`config.mk`:
```
export PLATFORM = sky130hd
export DESIGN_NAME = fib_sequencer
export DESIGN_NICKNAME = d
export VERILOG_FILES = /design/src/rtl/fib_sequencer.sv
export SDC_FILE = /design/constraint.sdc
export NUM_CORES = 1
export LEC_CHECK = 0
export ABC_AREA = 1
export ABC_CLOCK_PERIOD_IN_PS = 2300
export CAP_MARGIN = 20
export CORE_ASPECT_RATIO = 1.4
export CORE_MARGIN = 2
export CORE_UTILIZATION = 46
export CTS_BUF_LIST = sky130_fd_sc_hd__clkbuf_8
export CTS_CLUSTER_DIAMETER = 80
export DETAILED_ROUTE_END_ITERATION = 6
export GPL_TIMING_DRIVEN = 0
export MAX_ROUTING_LAYER = met4
export PLACE_DENSITY = 0.9
export REMOVE_ABC_BUFFERS = 1
export SLEW_MARGIN = 20
export SYNTH_ARGS = -nofsm -noshare
export SYNTH_HDL_FRONTEND = slang
export SYNTH_SLANG_ARGS = --single-unit
```
`constraint.sdc`:
```
create_clock -name clk -period 2.3 [get_ports clk]
set_input_delay 0.575 -clock clk [delete_from_list [all_inputs] [get_ports clk]]
set_output_delay 0.575 -clock clk [all_outputs]
set_load 0.01 [all_outputs]
```
`src/rtl/fib_sequencer.sv`:
```
// fib_sequencer: multi-cycle Fibonacci engine for the extended MU0 datapath.
// Fills a dual-port scratch RAM with fib(0..N) (fib(0) = fib(1) = 1) using
// one adder. It reads two earlier terms, then writes their sum, and returns
// fib(N) through a start/done handshake. fib_busy holds the CPU in EXEC2
// while a computation is running.
module fib_sequencer #(
   parameter int DATA_W = 16,
   parameter int ADDR_W = 12
) (
   input  logic              clk,
   input  logic              rst_n,
   input  logic              fib_start,
   input  logic [DATA_W-1:0] fib_n,
   input  logic              fib_abort,
   output logic              fib_busy,
   output logic              fib_done,
   output logic [DATA_W-1:0] fib_result,
   output logic              fib_ovf,
   output logic              fib_err,
   output logic [ADDR_W-1:0] ram_addr_a,
   output logic [DATA_W-1:0] ram_data_a,
   output logic              ram_wren_a,
   output logic [ADDR_W-1:0] ram_addr_b,
   input  logic [DATA_W-1:0] ram_q_a,
   input  logic [DATA_W-1:0] ram_q_b
);

   // N and the index counter can differ in width, so both are compared in a
   // common width that holds either one without truncation.
   localparam int CMP_W = DATA_W + ADDR_W;
   localparam logic [CMP_W-1:0] MAX_N = {{DATA_W{1'b0}}, {ADDR_W{1'b1}}};

   typedef enum logic [2:0] {
      IDLE  = 3'd0,
      INIT0 = 3'd1,
      INIT1 = 3'd2,
      RD    = 3'd3,
      WR    = 3'd4,
      DONE  = 3'd5
   } state_t;

   state_t            state;
   state_t            state_next;
   logic [ADDR_W-1:0] idx;
   logic [DATA_W-1:0] n_lat;
   logic [DATA_W-1:0] result;
   logic              ovf;
   logic              err;

   logic              accept;
   logic              n_big;
   logic              n_small;
   logic              at_last;
   logic [DATA_W:0]   sum;

   // A start counts only in IDLE. An abort in the same cycle wins.
   assign accept  = (state == IDLE) && fib_start && !fib_abort;

   // An N beyond the RAM cannot be computed. N of 0 or 1 needs no RAM work.
   assign n_big   = CMP_W'(fib_n) > MAX_N;
   assign n_small = fib_n <= DATA_W'(1);

   // The final write happens when the index reaches the latched N.
   assign at_last = CMP_W'(idx) == CMP_W'(n_lat);

   // The extra top bit is the carry that marks a term wider than DATA_W.
   assign sum = {1'b0, ram_q_a} + {1'b0, ram_q_b};

   // State register
   always_ff @(posedge clk or negedge rst_n) begin
      if (!rst_n) begin
         state <= IDLE;
      end else begin
         state <= state_next;
      end
   end

   // Next-state logic. An abort pulls any working state back to IDLE.
   always_comb begin
      state_next = state;
      case (state)
         IDLE: begin
            if (accept) begin
               if (n_big || n_small) begin
                  state_next = DONE;
               end else begin
                  state_next = INIT0;
               end
            end
         end
         INIT0: state_next = fib_abort ? IDLE : INIT1;
         INIT1: state_next = fib_abort ? IDLE : RD;
         RD:    state_next = fib_abort ? IDLE : WR;
         WR: begin
            if (fib_abort) begin
               state_next = IDLE;
            end else if (at_last) begin
               state_next = DONE;
            end else begin
               state_next = RD;
            end
         end
         DONE:    state_next = IDLE;
         default: state_next = IDLE;
      endcase
   end

   // Moore outputs: handshake flags and RAM port control decoded from the state
   always_comb begin
      fib_busy   = 1'b0;
      fib_done   = 1'b0;
      ram_addr_a = '0;
      ram_data_a = '0;
      ram_wren_a = 1'b0;
      ram_addr_b = '0;
      case (state)
         INIT0: begin
            fib_busy   = 1'b1;
            ram_addr_a = '0;
            ram_data_a = DATA_W'(1);
            ram_wren_a = 1'b1;
         end
         INIT1: begin
            fib_busy   = 1'b1;
            ram_addr_a = ADDR_W'(1);
            ram_data_a = DATA_W'(1);
            ram_wren_a = 1'b1;
         end
         RD: begin
            // These are the two preceding terms. Their data arrives in WR.
            fib_busy   = 1'b1;
            ram_addr_a = idx - ADDR_W'(2);
            ram_addr_b = idx - ADDR_W'(1);
         end
         WR: begin
            // Port A writes address i. No read is issued this cycle, so the
            // controller never reads an address while it is being written.
            fib_busy   = 1'b1;
            ram_addr_a = idx;
            ram_data_a = sum[DATA_W-1:0];
            ram_wren_a = 1'b1;
         end
         DONE: begin
            fib_done = 1'b1;
         end
         default: begin
         end
      endcase
   end

   // Datapath: latched N, index counter, result and sticky status flags
   always_ff @(posedge clk or negedge rst_n) begin
      if (!rst_n) begin
         idx    <= '0;
         n_lat  <= '0;
         result <= '0;
         ovf    <= 1'b0;
         err    <= 1'b0;
      end else begin
         case (state)
            IDLE: begin
               if (accept) begin
                  n_lat <= fib_n;
                  ovf   <= 1'b0;
                  err   <= n_big;
                  // For N >= 2, result keeps its old value until the final
                  // write, so an abort leaves the previous answer in place.
                  if (n_big) begin
                     result <= '0;
                  end else if (n_small) begin
                     result <= DATA_W'(1);
                  end
               end
            end
            INIT1: begin
               idx <= ADDR_W'(2);
            end
            WR: begin
               if (!fib_abort) begin
                  if (sum[DATA_W]) begin
                     ovf <= 1'b1;
                  end
                  if (at_last) begin
                     result <= sum[DATA_W-1:0];
                  end else begin
                     idx <= idx + ADDR_W'(1);
                  end
               end
            end
            default: begin
            end
         endcase
      end
   end

   assign fib_result = result;
   assign fib_ovf    = ovf;
   assign fib_err    = err;

endmodule

```
==> flow_results.org <==
** Worst hold path
- Path category of the worst min-delay check :: in2async

** Critical path
- The worst register-to-register path begins at state[2].
- Data on the critical path is required at its endpoint by 1.73 ns.
- Kind of launch point of the worst setup path :: primary input
- CP arrival :: 2.06 ns
- The worst setup path is captured at an output pin.
- Maximum fanout along the worst path :: 3
- Crit. Startpoint :: ram_q_b[0]
- Path type of the worst setup path :: in2out

** STA
- Final count of pins violating max slew :: 0
- Post-route worst hold slack :: 0.2713 ns
- Worst path setup slack after routing :: -0.3372 ns
- Slew of the pin with the lowest slew margin :: 0.9878 ns
- Based on the critical path, the design can be clocked at up to 379.2 MHz.
- Clock period minus worst slack :: 2.637 ns
- Setup repair after global routing could not meet its margin everywhere.
- Endpoints failing hold :: 0
- Across the routed clock network, the largest skew measured is 0.007130 ns.
- Measured against its own limit, the worst slew margin works out to 33.64%.
- The final critical path takes up 114.7% of the cycle.
- Endpoints failing setup :: 41
- Setup Total Neg Slack :: -5.489 ns

** Floorplan
- For this design the top-level I/O count stands at 113.
- In this run the vertical extent of the chip is 117.3 µm.
- Initial standard-cell utilization of the core :: 46.98%
- Core footprint :: 8977 µm²
- The floorplan step set the die width to 84.93 µm.
- DIE AREA :: 9962 µm²
- Floorplan row count :: 41

** Placed design
- In this run, placement finished with an instance count of 863.
- Number of I/O port buffers :: 112
- DP Wirelength :: 8.858 mm
- Once placement finished, the instance area stood at 5323 µm².
- The congestion estimate from routability-driven global placement came to 0.9639.
- Post-place setup slack :: -1.290 ns

** Yosys
- Of the post-synthesis cell area, the dominant cell type holds 29.07%.
- Number of enable-type register cells in the synthesized netlist :: 0
- Cell taking the most area after synthesis :: sky130_fd_sc_hd__dfrtp_1
- Post-synth cell types :: 36
- Commonest cells in the netlist :: sky130_fd_sc_hd__nand2_1 (229), sky130_fd_sc_hd__inv_1 (86), sky130_fd_sc_hd__nor2_1 (73)
- After synthesis the cells add up to 4218 µm².
- Ranked by total cell area, the synthesized netlist is headed by sky130_fd_sc_hd__dfrtp_1 (29%), sky130_fd_sc_hd__nand2_1 (20%), sky130_fd_sc_hd__inv_1 (7.7%).
- Seq/Total Area, Yosys :: 29.07%
- Most instantiated flip-flop cell in the synthesis netlist :: sky130_fd_sc_hd__dfrtp_1
- Average size of a mapped cell :: 6.324 µm²
- After technology mapping, the gate count stands at 667.
- Post-synthesis async set-or-reset flop share :: 100.0%
- For this run, the number of Yosys warnings is 0.
- By instance count, the leading cell after synthesis is sky130_fd_sc_hd__nand2_1.
- Number of flip-flops and latches in the synthesized netlist :: 49

** Power
- Of the total power, combinational logic draws 67.6%.
- For this design the ratio of total power to cell area is 933.0 nW/µm².
- Internal power component :: 3.374 mW
- The worst-case IR drop observed on VDD is 0.5523 mV.
- Lkg Pwr :: 3.550 nW
- Sequential power share :: 22.0%
- The analysis attributes to net switching a power of 3.155 mW.
- Net switching share of the total power :: 48.32%
- Relative contribution of the clock network to total power :: 10.4%

** Run status
- The run finished, with violations left.
- The final reports fail on setup timing.

** Drt
- Highest routing layer actually used :: met4
- Detailed routing inserted a total of 5669 vias.
- After detailed routing, the average wire length per cell comes to 20.03 µm.
- Using the TritonRoute via totals, the vias-per-cell ratio works out to 5.911.
- Routed length on met2 :: 9.420 mm
- In the detailed route, the total length drawn on met3 is 1.682 mm.
- In the routed design, unresolved DRC markers number 0.
- Post-detailed-route count of antenna-violating nets :: 0
- Detailed Route Iter0 Violations :: 498
- Total iterations of the first detailed-routing run :: 5
- For this block, wires on met1 add up to 6.246 mm.
- Final wirelength :: 19.21 mm

** Clock network
- For the worst-skew pair, the clock arrives at the later sink with an insertion delay of 0.33 ns.
- Clock tree root driver cell :: sky130_fd_sc_hd__clkbuf_8
- TritonCTS built the clock tree.
- The H-tree generated during clock tree synthesis spans 2 levels.
- Hold buffer count at CTS :: 0
- Clock-pin slew was measured on the worst setup and hold paths at 0.11 ns.
- Counting every sink on the clock net gives 49.
- Maximum count of clock buffers along a single path :: 2
- In this run, CTS created clock tree buffers numbering 5.

** Final layout
- Proportion of layout cells with a drive suffix above 1 :: 44.07%
- For this run, the number of standard cells in the final layout without fillers is 959.
- Syn-to-layout area delta :: 65.92%
- Number of nets at the end of the flow :: 924
- Design Area, Final :: 6998 µm²

** Global route
- In the global route stage, overall resource usage came out at 33.87%.
- After global routing the overflow that remains totals 0.
- The first global-routing pass estimated 26.36 mm of wire.
- The number of global-route vias before repair is 5454.
- Entering global routing, the biggest net connects 50 pins.
- Antenna violations before repair :: 0

** Flow run
- The tool flagged a number of max-cap violations equal to 0.
==> cells by family (layout without fill, tap and decap cells) <==
kind of cell             count (synthesis)  in the layout  synth area share (%)
XOR/XNOR                                14             14                 2.907
AO/OA/AOI/OAI                           64             64                 8.632
multiplexers                             6              6                 1.602
buffers and inverters                  120            302                 12.13
adder cells (fa/ha/maj)                 22             22                 6.704
flip-flops                              49             49                 29.07
other                                    0              1                     0
AND/OR/NAND/NOR                        392            394                 38.95
==> power groups by stage <==
stage | logic [mW] | registers (mW) | clock network, mW
6_report | 4.41 | 1.44 | 0.678
2_1_floorplan | 1.65 | 1.47 | 0
4_1_cts | 3.66 | 1.42 | 0.669
3_5_place_dp | 2.92 | 1.46 | 0
5_1_grt | 4.63 | 1.46 | 0.705
3_3_place_gp | 2.86 | 1.45 | 0
==> cells in the final DEF (no fill, tap or decap), types with 5 or more instances in the layout <==
master	count
sky130_fd_sc_hd__nor3_1	9
sky130_fd_sc_hd__clkdlybuf4s50_1	38
sky130_fd_sc_hd__xor2_1	8
sky130_fd_sc_hd__a21oi_1	15
sky130_fd_sc_hd__clkbuf_2	10
sky130_fd_sc_hd__inv_4	9
sky130_fd_sc_hd__nand2_2	36
sky130_fd_sc_hd__buf_2	28
sky130_fd_sc_hd__o21ai_0	13
sky130_fd_sc_hd__mux2_2	6
sky130_fd_sc_hd__ha_4	18
sky130_fd_sc_hd__inv_2	20
sky130_fd_sc_hd__nand2_1	176
sky130_fd_sc_hd__xnor2_1	5
sky130_fd_sc_hd__nor2_2	12
sky130_fd_sc_hd__nand3_2	11
sky130_fd_sc_hd__nor2_4	15
sky130_fd_sc_hd__buf_6	43
sky130_fd_sc_hd__dfrtp_2	12
sky130_fd_sc_hd__buf_4	66
sky130_fd_sc_hd__nand2_4	20
sky130_fd_sc_hd__o21ai_2	11
sky130_fd_sc_hd__inv_1	64
sky130_fd_sc_hd__nor2_1	51
sky130_fd_sc_hd__nand3_1	31
sky130_fd_sc_hd__nor3_2	5
sky130_fd_sc_hd__nand3_4	5
sky130_fd_sc_hd__nand4_1	5
sky130_fd_sc_hd__dfrtp_1	37
sky130_fd_sc_hd__a21oi_2	9
sky130_fd_sc_hd__clkbuf_8	5
==> area by class of cell <==
cell class                 count  area [µm²]
multi-input combinational    500        3415
fill                         525        1979
timing repair buffer         197        1682
sequential                    49        1241
inverter                      97       409.1
tap                          107       133.9
clock buffer                   5       68.82
clock inverter                 3       46.29
antenna                        1       2.502
==> worst max-delay path: stages <==
cell                      delay [ns]
sky130_fd_sc_hd__buf_6          0.10
sky130_fd_sc_hd__ha_4           0.16
sky130_fd_sc_hd__fa_2           0.37
sky130_fd_sc_hd__nand3_2        0.12
sky130_fd_sc_hd__nand3_4        0.10
sky130_fd_sc_hd__nand3_1        0.10
sky130_fd_sc_hd__nand3_2        0.12
sky130_fd_sc_hd__nand2_1        0.09
sky130_fd_sc_hd__nand2_1        0.06
sky130_fd_sc_hd__nor2_2         0.12
sky130_fd_sc_hd__buf_2          0.15
==> per-stage QoR <==
step	utilization, %	power [mW]
6_report	77.95	6.529
3_3_place_gp	59.32	4.310
2_1_floorplan	-	3.123
4_1_cts	72.91	5.748
3_5_place_dp	59.29	4.371
5_1_grt	77.92	6.804
==> metal layers <==
metal | up-vias | global-route usage [%]
met5 | - | -
met4 | 0 | 22.22
met3 | 189 | 5.911
met2 | 450 | 57.48
met1 | 2576 | 35.42
li1 | 2454 | -
==> repair_timing <==
item | 4_1_cts | 5_1_grt
gates cloned | 1 | 1
setup endpoints to repair | 58 | 50
gates resized for setup | 443 | 130
setup buffers | 76 | 18
pin swaps | 76 | 65
==> final timing paths <==
check | endpoint | slack (ns) | cells after the start
worst max-delay path | ram_data_a[12] | -0.34 | 11
worst min-delay path | fib_result[2] | 0.27 | 1
worst max register to register | fib_result[2] | 0.12 | 13
worst min register to register | fib_result[12] | 0.49 | 2
max in group asynchronous | state[2] | 1.54 | 1
min in group clk | fib_result[12] | 0.49 | 2
==> sequential cells by signal, summed over array words and instances, names as in the netlist <==
signal      flops
fib_err         1
fib_ovf         1
fib_result     16
idx            12
n_lat          16
state           3
(Power assumes the default switching activity.)
